--- src/rtl/hy_tick_irq_pkg.sv ---
// Shared definitions for the tick-to-interrupt block.
//   - handshake FSM state encoding (2'd3 is illegal and recovers to IDLE)
//   - default counter widths
package hy_tick_irq_pkg;

    localparam logic [1:0] ST_IDLE = 2'd0;
    localparam logic [1:0] ST_REQ  = 2'd1;
    localparam logic [1:0] ST_ACKD = 2'd2;

    localparam int P_WIDTH_DEF = 4;
    localparam int T_WIDTH_DEF = 16;

endpackage

--- src/rtl/hy_tick_irq_sat_cnt.sv ---
// Saturating up/down counter with synchronous clear.
// Ports:
//   clk, rst_n  clock and synchronous active-low reset
//   clr_i       synchronous clear to zero (beats inc/dec)
//   inc_i       count up by one, held at all-ones when saturated
//   dec_i       count down by one, held at zero when empty
//   cnt_o       registered count
//   ovf_o       strobe: an increment was lost to saturation this cycle
module hy_sat_cnt #(
    parameter int W = 4
) (
    input  logic         clk,
    input  logic         rst_n,
    input  logic         clr_i,
    input  logic         inc_i,
    input  logic         dec_i,
    output logic [W-1:0] cnt_o,
    output logic         ovf_o
);

    logic [W-1:0] cnt_q, cnt_d;
    logic         full, empty;

    assign full  = (cnt_q == {W{1'b1}});
    assign empty = (cnt_q == '0);

    always_comb begin
        cnt_d = cnt_q;
        if (clr_i) begin
            cnt_d = '0;
        end else if (inc_i && !dec_i && !full) begin
            cnt_d = cnt_q + 1'b1;
        end else if (dec_i && !inc_i && !empty) begin
            cnt_d = cnt_q - 1'b1;
        end
    end

    // Simultaneous inc and dec cancel, so only an unmatched increment can overflow.
    assign ovf_o = inc_i && !dec_i && full && !clr_i;

    always_ff @(posedge clk) begin
        if (!rst_n) begin
            cnt_q <= '0;
        end else begin
            cnt_q <= cnt_d;
        end
    end

    assign cnt_o = cnt_q;

endmodule

--- src/rtl/hy_tick_irq.sv ---
// Converts timer expiry cycles into queued events and signals them to the
// host over a 4-phase req/ack interrupt handshake.
// Ports:
//   clk, rst_n  clock and synchronous active-low reset
//   tick_in     expiry level; every cycle sampled high is one event
//   en          event enable; events while low are dropped entirely
//   clr         clears pending, overrun and the handshake (ev_total kept)
//   irq_ack     host acknowledge
//   irq_req     registered interrupt request, high only in REQ
//   pending     saturating count of unacknowledged events
//   overrun     sticky flag: an event was lost to saturation
//   ev_total    wrapping lifetime count of accepted events
module hy_tick_irq
    import hy_tick_irq_pkg::*;
#(
    parameter int P_WIDTH = P_WIDTH_DEF,
    parameter int T_WIDTH = T_WIDTH_DEF
) (
    input  logic               clk,
    input  logic               rst_n,
    input  logic               tick_in,
    input  logic               en,
    input  logic               clr,
    input  logic               irq_ack,
    output logic               irq_req,
    output logic [P_WIDTH-1:0] pending,
    output logic               overrun,
    output logic [T_WIDTH-1:0] ev_total
);

    logic [1:0]         state_q, state_d;
    logic               irq_req_q;
    logic               overrun_q;
    logic [T_WIDTH-1:0] ev_total_q;
    logic               accept, consume, ovf;
    logic [P_WIDTH-1:0] pend_cnt;

    assign accept  = tick_in && en;
    // Consume is the REQ->ACKD transition; REQ is only reachable with pending>=1.
    assign consume = (state_q == ST_REQ) && irq_ack && !clr;

    hy_sat_cnt #(.W(P_WIDTH)) u_pend (
        .clk   (clk),
        .rst_n (rst_n),
        .clr_i (clr),
        .inc_i (accept),
        .dec_i (consume),
        .cnt_o (pend_cnt),
        .ovf_o (ovf)
    );

    always_comb begin
        state_d = state_q;
        if (clr) begin
            state_d = ST_IDLE;
        end else begin
            case (state_q)
                // Entry uses registered pending: one cycle after it turns nonzero.
                ST_IDLE: if (pend_cnt != '0 && !irq_ack) state_d = ST_REQ;
                ST_REQ:  if (irq_ack)                    state_d = ST_ACKD;
                ST_ACKD: if (!irq_ack)                   state_d = ST_IDLE;
                default:                                 state_d = ST_IDLE;
            endcase
        end
    end

    always_ff @(posedge clk) begin
        if (!rst_n) begin
            state_q    <= ST_IDLE;
            irq_req_q  <= 1'b0;
            overrun_q  <= 1'b0;
            ev_total_q <= '0;
        end else begin
            state_q   <= state_d;
            irq_req_q <= (state_d == ST_REQ);
            if (clr) begin
                overrun_q <= 1'b0;
            end else if (ovf) begin
                overrun_q <= 1'b1;
            end
            // Lifetime count ignores clr; only reset zeroes it.
            if (accept) begin
                ev_total_q <= ev_total_q + 1'b1;
            end
        end
    end

    assign irq_req  = irq_req_q;
    assign pending  = pend_cnt;
    assign overrun  = overrun_q;
    assign ev_total = ev_total_q;

endmodule

--- config.mk ---
export PLATFORM = sky130hd
export DESIGN_NAME = hy_tick_irq
export DESIGN_NICKNAME = d
export VERILOG_FILES = /design/src/rtl/hy_tick_irq_pkg.sv /design/src/rtl/hy_tick_irq_sat_cnt.sv /design/src/rtl/hy_tick_irq.sv
export SDC_FILE = /design/constraint.sdc
export NUM_CORES = 1
export LEC_CHECK = 0
export CAP_MARGIN = 20
export CELL_PAD_IN_SITES_DETAIL_PLACEMENT = 1
export CELL_PAD_IN_SITES_GLOBAL_PLACEMENT = 1
export CORE_MARGIN = 10
export CORE_UTILIZATION = 39
export DETAILED_ROUTE_END_ITERATION = 6
export PLACE_DENSITY = 0.89
export RECOVER_POWER = 50
export SYNTH_ARGS = -nofsm -noshare
export SYNTH_HDL_FRONTEND = slang
export SYNTH_SLANG_ARGS = --single-unit
--- constraint.sdc ---
create_clock -name clk -period 6.21 [get_ports clk]
set_input_delay 1.242 -clock clk [delete_from_list [all_inputs] [get_ports clk]]
set_output_delay 1.242 -clock clk [all_outputs]
set_load 0.05 [all_outputs]
==> results.toml <==
[status]
status = "complete, no violations"

[finish]
drive_above_1_share_pct = 4.459
final_common_cell = "dfxtp_1"
final_cell_mix = "dfxtp_1, clkdlybuf4s50_1, nand3_1, xnor2_1, and2_0"
nets = 168
area_growth_pct = 27.56
n_antenna_cell = 0
final_cells = 190
stdcell_area_um2 = 1529
n_fill_cell = 360

[run]
cap_violations = 0

[timing]
final.min_clock_period_ns = 3.561
clock_skew_ns = 0.001456
setup_tns_ns = 0
finalHoldViolations = 0
relSlewSlack_pct = 63.13
maxSlewViolCount = 0
clock.fmax_mhz = 280.8
min_period_over_period_pct = 57.34
finalSetupViolCount = 0
rsz0062_at_grt = "false"
worst_pin_slew_ns = 0.5512

[yosys]
ys_warn_count = 0
netlist_area_um2 = 1199
syn_nets = 137
syn_area_per_cell_um2 = 9.438
synth_top_area_cell = "dfxtp_1"
ys_seq_area_share_pct = 40.08
synthTopCellsByArea = "dfxtp_1, xnor2_1, and2_1"
ys_types = 32
synth_seq_cells = 24
netlist.area_leader.share_pct = 40.08
synthCells = 127

[clocking]
cts_made_buffers = 3
ctsResizeCount = 0
worst_skew_pair.late_latency_ns = 0.33
cts.reportedPaths.clkPinSlew_ns = 0.13
postCtsSetupRepairBufs = 0
clockBufferDepth = 2
cts_tree = "done"
cts_root_buf = "clkbuf_4"
postCtsHoldBufs = 0
cts_sinks = 24
h-tree-depth = 1

[floorplan]
die_w_um = 75.44
start_util_pct = 39.92
die_area_um2 = 5691
fp.dieH_um = 75.44
boundaryPins = 28
coreArea_um2 = 3003
rows = 20

[placement]
place_area_um2 = 1506
routabilityCongestion = 0.8240
io_buffer_count = 27
dp_cells = 186
hpwl_um = 2505

[critical_path]
required_ns = 6.45
end_kind = "register"
path_class = "input pin to register"
startpoint_type = "input pin"
arrival_ns = 3.80
crit_path_max_fanout = 8

[drt]
drcViolationCount = 0
firstDrtPassIters = 2
post_drt_via_cell_ratio = 5.689
routed-via-count = 1081
ant_nets = 0
initialDrtViolationCount = 42
drt-wirelength-per-cell_um = 16.59
wl_um = 3153

[global_routing]
globalRouteOverflowTotal = 0
gr-max-usage-layer = "met2"
grt_max_degree = 20
antenna_found_initial = 0
grt_pass1_wl_um = 5478
use_met3_pct = 5.078
gr-usage-met1_pct = 12.68
met2_usage_pct = 22.19
grt_pass1_vias = 1153
gr-usage-all-layers_pct = 12.42

[min_path]
hp-class = "register to register"

[power]
p_per_area_nw_per_um2 = 178.5
ir_worst_vdd_mv = 0.07059
p_leak_nw = 0.5365
[synth_stat cells (all sizes together)]
library cell / n
dfxtp: 24
nor3: 6
a21boi: 4
and4bb: 1
o21ai: 1
ha: 3
fa: 1
and2: 13
nand4: 7
inv: 2
nor2b: 1
a2111oi: 1
or4: 3
nor4: 5
nor2: 3
xnor2: 10
and3: 2
a211o: 1
nand2b: 2
xor2: 4
and4: 4
clkbuf: 1
o31ai: 2
a21oi: 5
nand3: 11
nand2: 7
mux2i: 2
nand4b: 1
[kinds of logic (layout without fill, tap and decap cells)]
group | count (synthesis) | count (layout) | share of synthesized area (%)
AND/OR/NAND/NOR | 66 | 66 | 34.55
adder cells (fa/ha/maj) | 4 | 4 | 4.802
buffers and inverters | 3 | 33 | 0.9394
XOR/XNOR | 14 | 14 | 10.23
multiplexers | 2 | 2 | 1.670
flip-flops | 24 | 24 | 40.08
AO/OA/AOI/OAI | 14 | 14 | 7.723
[stage by stage]
stage	util, %	setup slack [ns]	power (mW)	hold slack [ns]
after floorplan	-	3.317	0.1790	0.4558
after global placement	50.17	2.755	0.1898	0.4522
after detailed placement	50.17	2.582	0.1917	0.4739
after CTS	51.38	2.938	0.2760	0.5085
after global routing	50.92	2.349	0.2860	0.5237
final	50.92	2.649	0.2729	0.5011
[critical path: stages]
cell and delay [ns]:
dlygate4sd3_1 0.64, nand2_1 0.19, nor3_1 0.38, inv_1 0.25
ha_1 0.38, a21oi_1 0.29, a2111oi_0 0.15, a211o_1 0.28
[cell type report]
type	count	area [µm²]	area share, %
Clock buffer	4	36.28	2.373
Inverter	2	7.507	0.4910
Multi-Input combinational cell	100	693.2	45.34
Sequential cell	24	480.5	31.42
Tap cell	33	41.29	2.700
Timing Repair Buffer	27	270.3	17.68
[power by group]
group          switching (mW)  total, mW  internal, mW
clock                  0.0497     0.0856        0.0359
combinational          0.0178     0.0287        0.0109
sequential            0.00266      0.159         0.156
[flip-flops by register name (all words and copies together), names as in the netlist]
name / count
state_q: 2
u_pend.cnt_o: 4
ev_total: 16
irq_req: 1
overrun: 1
[final timing paths]
check	from	to	slack, ns	cells after the start
worst min register to register	overrun$_SDFFE_PP0P_	overrun$_SDFFE_PP0P_	0.50	2
worst min-delay path	overrun$_SDFFE_PP0P_	overrun$_SDFFE_PP0P_	0.50	2
worst max-delay path	en	u_pend.cnt_o[3]$_SDFFE_PP0P_	2.65	8
worst max register to register	u_pend.cnt_o[0]$_SDFFE_PP0P_	u_pend.cnt_o[3]$_SDFFE_PP0P_	3.73	7
[layer usage]
metal | share of wire, % | up-vias | wire (µm)
met1 | 39 | 519 | 1231
li1 | - | 529 | -
met4 | 1.6 | 0 | 49
met2 | 51 | 26 | 1609
met3 | 8.3 | 7 | 263
met5 | 0 | - | 0
Power figures use the tool's default switching activity.
